**src/rtl/ue14500_pkg.sv**
```systemverilog
// ue14500_pkg
// Shared definitions for the UE14500 core and its system-side responder:
//   - state_t    : responder sequencing states (IDLE / RUN / HALT)
//   - OP_*       : 4-bit opcode encodings carried in the program word
//   - OPC_*/ADDR_*: bit positions of the opcode and I/O address fields
//                   inside the 8-bit program word
package ue14500_pkg;

   typedef enum logic [1:0] {
      ST_IDLE = 2'd0,
      ST_RUN  = 2'd1,
      ST_HALT = 2'd2
   } state_t;

   localparam logic [3:0] OP_NOP0 = 4'h0;
   localparam logic [3:0] OP_LD   = 4'h1;
   localparam logic [3:0] OP_ADD  = 4'h2;
   localparam logic [3:0] OP_SUB  = 4'h3;
   localparam logic [3:0] OP_ONE  = 4'h4;
   localparam logic [3:0] OP_NAND = 4'h5;
   localparam logic [3:0] OP_OR   = 4'h6;
   localparam logic [3:0] OP_XOR  = 4'h7;
   localparam logic [3:0] OP_STO  = 4'h8;
   localparam logic [3:0] OP_STOC = 4'h9;
   localparam logic [3:0] OP_IEN  = 4'hA;
   localparam logic [3:0] OP_OEN  = 4'hB;
   localparam logic [3:0] OP_JMP  = 4'hC;
   localparam logic [3:0] OP_RTN  = 4'hD;
   localparam logic [3:0] OP_SKZ  = 4'hE;
   localparam logic [3:0] OP_NOPF = 4'hF;

   // Program word layout: [OPC_MSB:OPC_LSB] opcode, [ADDR_MSB:ADDR_LSB] I/O address
   localparam int unsigned OPC_MSB  = 7;
   localparam int unsigned OPC_LSB  = 4;
   localparam int unsigned ADDR_MSB = 3;
   localparam int unsigned ADDR_LSB = 0;

endpackage : ue14500_pkg

```
**src/rtl/ue14500_io_port.sv**
```systemverilog
// ue14500_io_port
// Addressable I/O for the UE14500 responder.
//   clk, rst_n : clock, asynchronous active-low reset (clears the latch)
//   wr_en      : write strobe, already qualified with the RUN state
//   addr[3:0]  : I/O address; 0-7 select inputs/latch bits, 8-15 read back the latch
//   wr_data    : bit written into ext_out[addr[2:0]] when addr[3]=0
//   ext_in     : external input bits
//   ext_out    : 8-bit output latch
//   rd_data    : combinational read of the addressed bit
module ue14500_io_port (
   input  logic       clk,
   input  logic       rst_n,
   input  logic       wr_en,
   input  logic [3:0] addr,
   input  logic       wr_data,
   input  logic [7:0] ext_in,
   output logic [7:0] ext_out,
   output logic       rd_data
);

   logic [7:0] ext_out_q;
   logic [7:0] ext_out_d;

   // Upper half of the address space is read-only latch read-back
   always_comb begin
      ext_out_d = ext_out_q;
      if (wr_en && !addr[3]) begin
         ext_out_d[addr[2:0]] = wr_data;
      end
   end

   always_ff @(posedge clk or negedge rst_n) begin
      if (!rst_n) begin
         ext_out_q <= '0;
      end else begin
         ext_out_q <= ext_out_d;
      end
   end

   always_comb begin
      rd_data = 1'b0;
      if (addr[3]) begin
         rd_data = ext_out_q[addr[2:0]];
      end else begin
         rd_data = ext_in[addr[2:0]];
      end
   end

   assign ext_out = ext_out_q;

endmodule : ue14500_io_port

```
**src/rtl/ue14500_sys_responder.sv**
```systemverilog
// ue14500_sys_responder
// System side of the UE14500 1-bit core: program counter, fetch and I/O routing.
//   PC_W          : program counter width (2^PC_W program words)
//   clk, rst_n    : clock, asynchronous active-low reset
//   start         : level; leaves IDLE/HALT and runs from address 0
//   mem_addr      : registered program address
//   mem_data      : program word (opcode | I/O address), valid same cycle
//   core_instr    : opcode to the core, NOP0 outside RUN
//   core_data_in  : addressed input bit to the core
//   core_data_out : data bit from the core for writes
//   core_write/jmp/rtn/flag0/flagf : core strobes for the presented word
//   ext_in/ext_out: external inputs / addressable output latch
//   flag0_pulse   : registered echo of core_flag0 while running
//   halted/running: decoded from the registered state
module ue14500_sys_responder
   import ue14500_pkg::*;
#(
   parameter int unsigned PC_W = 4
) (
   input  logic            clk,
   input  logic            rst_n,
   input  logic            start,
   output logic [PC_W-1:0] mem_addr,
   input  logic [7:0]      mem_data,
   output logic [3:0]      core_instr,
   output logic            core_data_in,
   input  logic            core_data_out,
   input  logic            core_write,
   input  logic            core_jmp,
   input  logic            core_rtn,
   input  logic            core_flag0,
   input  logic            core_flagf,
   input  logic [7:0]      ext_in,
   output logic [7:0]      ext_out,
   output logic            flag0_pulse,
   output logic            halted,
   output logic            running
);

   state_t          state_q, state_d;
   logic [PC_W-1:0] pc_q, pc_d;
   logic            flag0_pulse_q, flag0_pulse_d;
   logic [3:0]      io_addr;
   logic [PC_W-1:0] jmp_target;
   logic            wr_en;

   assign io_addr    = mem_data[ADDR_MSB:ADDR_LSB];
   // Zero-extends or truncates the 4-bit field to the PC width
   assign jmp_target = PC_W'(io_addr);
   assign wr_en      = core_write && (state_q == ST_RUN);

   always_comb begin
      state_d       = state_q;
      pc_d          = pc_q;
      flag0_pulse_d = 1'b0;
      case (state_q)
         ST_IDLE: begin
            pc_d = '0;
            if (start) begin
               state_d = ST_RUN;
            end
         end
         ST_RUN: begin
            flag0_pulse_d = core_flag0;
            if (core_flagf) begin
               state_d = ST_HALT;
            end else if (core_jmp) begin
               pc_d = jmp_target;
            end else if (core_rtn) begin
               pc_d = pc_q + PC_W'(2);
            end else begin
               pc_d = pc_q + PC_W'(1);
            end
         end
         ST_HALT: begin
            if (start) begin
               pc_d    = '0;
               state_d = ST_RUN;
            end
         end
         default: begin
            state_d = ST_IDLE;
            pc_d    = '0;
         end
      endcase
   end

   always_ff @(posedge clk or negedge rst_n) begin
      if (!rst_n) begin
         state_q       <= ST_IDLE;
         pc_q          <= '0;
         flag0_pulse_q <= 1'b0;
      end else begin
         state_q       <= state_d;
         pc_q          <= pc_d;
         flag0_pulse_q <= flag0_pulse_d;
      end
   end

   ue14500_io_port u_io_port (
      .clk     (clk),
      .rst_n   (rst_n),
      .wr_en   (wr_en),
      .addr    (io_addr),
      .wr_data (core_data_out),
      .ext_in  (ext_in),
      .ext_out (ext_out),
      .rd_data (core_data_in)
   );

   assign core_instr  = (state_q == ST_RUN) ? mem_data[OPC_MSB:OPC_LSB] : OP_NOP0;
   assign mem_addr    = pc_q;
   assign flag0_pulse = flag0_pulse_q;
   assign halted      = (state_q == ST_HALT);
   assign running     = (state_q == ST_RUN);

endmodule : ue14500_sys_responder

```
**config.mk**
```make
export PLATFORM = sky130hd
export DESIGN_NAME = ue14500_sys_responder
export DESIGN_NICKNAME = d
export VERILOG_FILES = /design/src/rtl/ue14500_pkg.sv /design/src/rtl/ue14500_io_port.sv /design/src/rtl/ue14500_sys_responder.sv
export SDC_FILE = /design/constraint.sdc
export NUM_CORES = 1
export LEC_CHECK = 0
export BUFFER_PORTS_ARGS = -buffer_cell sky130_fd_sc_hd__buf_4
export CAP_MARGIN = 20
export CORE_MARGIN = 2
export CORE_UTILIZATION = 41
export DETAILED_ROUTE_END_ITERATION = 8
export PLACE_DENSITY_LB_ADDON = 0.25
export SYNTH_ARGS = -nofsm -noshare
export SYNTH_HDL_FRONTEND = slang
export SYNTH_SLANG_ARGS = --single-unit
```
**constraint.sdc**
```tcl
create_clock -name clk -period 1.6 [get_ports clk]
set_input_delay 0.16 -clock clk [delete_from_list [all_inputs] [get_ports clk]]
set_output_delay 0.16 -clock clk [all_outputs]
set_load 0.005 [all_outputs]
```
==> impl_metrics.ini <==
[run_status]
status = finished with violations
violations = negative setup slack

[cts]
root_buffer = clkbuf_4
clock_latency_ns = 0.29
cts.sinks = 15
cts.path.max_buffers = 2
clk_pin_slew_ns = 0.09
cts_buffers = 3
cts_tree = yes
cts_max_level = 1

[global_routing]
track_usage_pct = 20.5
grt_pass1_wl_um = 4080
grt_max_degree = 17
grt_pass1_vias = 903
overflow = 0
antenna_found_initial = 0

[placed_design]
place_congestion = 0.860
dp.cells = 169
port_buffers = 44
dp_hpwl_um = 1860

[drt]
via_count = 968
drt-initial-drc-count = 32
drc = 0
finalWirelength_um = 2600
ant_nets = 0
vias_per_cell = 5.47
routedWlPerCell_um = 14.7
dr.pass1.iters = 5

[timing]
worst_slew_pin_slew_ns = 0.262
fmax_ghz = 0.584
finalWorstSetupSlack_ns = -0.113
finClkSkew_ns = 0.00150
hold_violations = 0
slew_viol_final = 0
slew_headroom_pct = 82.6
timing.final.crit_share_pct = 107
fin_worst_hold_slack_ns = 0.0555
setup_tns_ns = -0.361
setup_violations = 4
rsz0062_at_grt = true
final.min_clock_period_ns = 1.71

[finish]
seq_area_um2 = 375
areaGrowthSynthToFinish_pct = 50.5
n_fill_cell = 182
fin_cells = 177
nets = 177
multi_input_area_um2 = 573
drive_gt1_share_pct = 48.3
diodes = 0

[floorplanning]
num_io_pins = 45
rows = 17
die_height_um = 52.1
die-area_um2 = 2720
die_x_um = 52.1
core_area_um2 = 2190
initial_core_util_pct = 43.3

[worst_setup_path]
critPathArrivalTime_ns = 1.90
cp.required_ns = 1.79
critical-path-max-stage-delay_ns = 0.53
critical_path_class = register to register
crit_family = simple AND/OR/NAND/NOR gates
critPathLaunchType = register
cpMaxStageDelayCell = or4b_4
critPathBufInv = 0
crit_path_end_kind = register
critPathMaxFanout = 4
path_cells = nand2b_4 > or4b_4 > nor3b_4 > mux2_4

[synth]
netlist_instances = 95
synth_async_sr_flop_share_pct = 100
syn_area_per_cell_um2 = 10.0
synth_flop_cell = dfrtp_1
synth_edf_count = 0
synth_area_leaders = dfrtp_1 (40%), mux2_2 (11%), mux2i_1 (6.3%)
ys_ff_latch = 15
synth_top_area_cell = dfrtp_1
synthTopCellsByCount = dfrtp_1 (15), mux2_2 (9), o21ai_0 (9)
post-synth-top-count-cell = dfrtp_1
synth.top_cell.area_share_pct = 39.5
syn-cell-area_um2 = 950
syn_nets = 122
yosysWarnings = 0
seq_area_frac_synth_pct = 39.5
ys_types = 28

[min_path]
min_path_type = input pin to register

[power_and_ir_drop]
leakagePower_nw = 0.735
pwr_density_cell_nw_per_um2 = 925
vdd_drop_max_mv = 0.607

[job]
cap_viol_max_count = 0
-- metrics by stage --
stage / util (%) / worst slack (ns) / cell area [um^2] / power, W
2_1_floorplan: - / -0.0452 / 953 / 0.000743
3_3_place_gp: 61.3 / -0.0400 / 1340 / 0.00103
3_5_place_dp: 61.3 / -0.0785 / 1340 / 0.00105
4_1_cts: 63.8 / -0.0856 / 1400 / 0.00130
5_1_grt: 65.2 / -0.157 / 1430 / 0.00140
6_report: 65.2 / -0.113 / 1430 / 0.00132
-- cell usage in the layout, fill, tap and decap left out, drive strengths merged --
cell         count
buf             52
dfrtp           15
mux2             9
o21ai            9
nand2            8
mux2i            6
and2             5
nor2             5
nand3            4
nand3b           4
inv              4
clkbuf           4
a22o             3
o22ai            2
xor2             2
ha               2
nand2b           2
a221oi           2
nor3b            2
o31ai            1
a21oi            1
or4b             1
and4b            1
nor3             1
o221ai           1
a211oi           1
a211o            1
dlygate4sd3      1
-- metal layers --
metal	vias up	share of wire [%]	GRT usage [%]
li1	455	-	-
met1	455	43	26.5
met2	52	47	33.1
met3	6	8.3	4.89
met4	0	1.4	7.02
met5	-	0	0
-- final timing paths --
path                       depth (start not counted)                  from                    to  slack, ns
setup / recovery                                   4            state_q[1]  u_io_port.ext_out[4]      -0.11
max in group asynchronous                          2                 rst_n  u_io_port.ext_out[3]       1.18
hold reg to reg                                    1  u_io_port.ext_out[2]  u_io_port.ext_out[2]       0.54
hold / removal                                     2            core_flagf            state_q[0]       0.06
setup reg to reg                                   4            state_q[1]  u_io_port.ext_out[4]      -0.11
min in group asynchronous                          2                 rst_n  u_io_port.ext_out[7]       0.25
-- where the power goes --
group	switching, W	internal (W)
sequential	0.0000741	0.000459
clock	0.000131	0.0000972
combinational	0.000216	0.000345
-- logic make-up after synthesis --
family / count (synthesis) / share of synthesized area [%]
adder cells (fa/ha/maj): 2 / 2.63
AND/OR/NAND/NOR: 33 / 21.5
AO/OA/AOI/OAI: 21 / 14.6
buffers and inverters: 7 / 2.90
XOR/XNOR: 2 / 1.84
flip-flops: 15 / 39.5
multiplexers: 15 / 17.0
-- cell type report --
cell class | count | share of cell area [%]
multi-input cells | 73 | 40.1
repair buffers | 53 | 28.3
flip-flops and latches | 15 | 26.3
well taps | 28 | 2.45
clock buffers | 4 | 1.84
inverters | 4 | 1.05
-- sequential cells by signal, indices dropped and copies added (netlist names) --
name,flops
mem_addr,4
flag0_pulse,1
u_io_port.ext_out,8
state_q,2
-- timing repair --
item	CTS	global route
hold buffers	1	0
setup endpoints to repair	5	12
endpoints found under the hold margin	15	0
buffers inserted	2	1
pin swaps	1	1
resized for setup	1	8
Power figures use the tool's default switching activity.
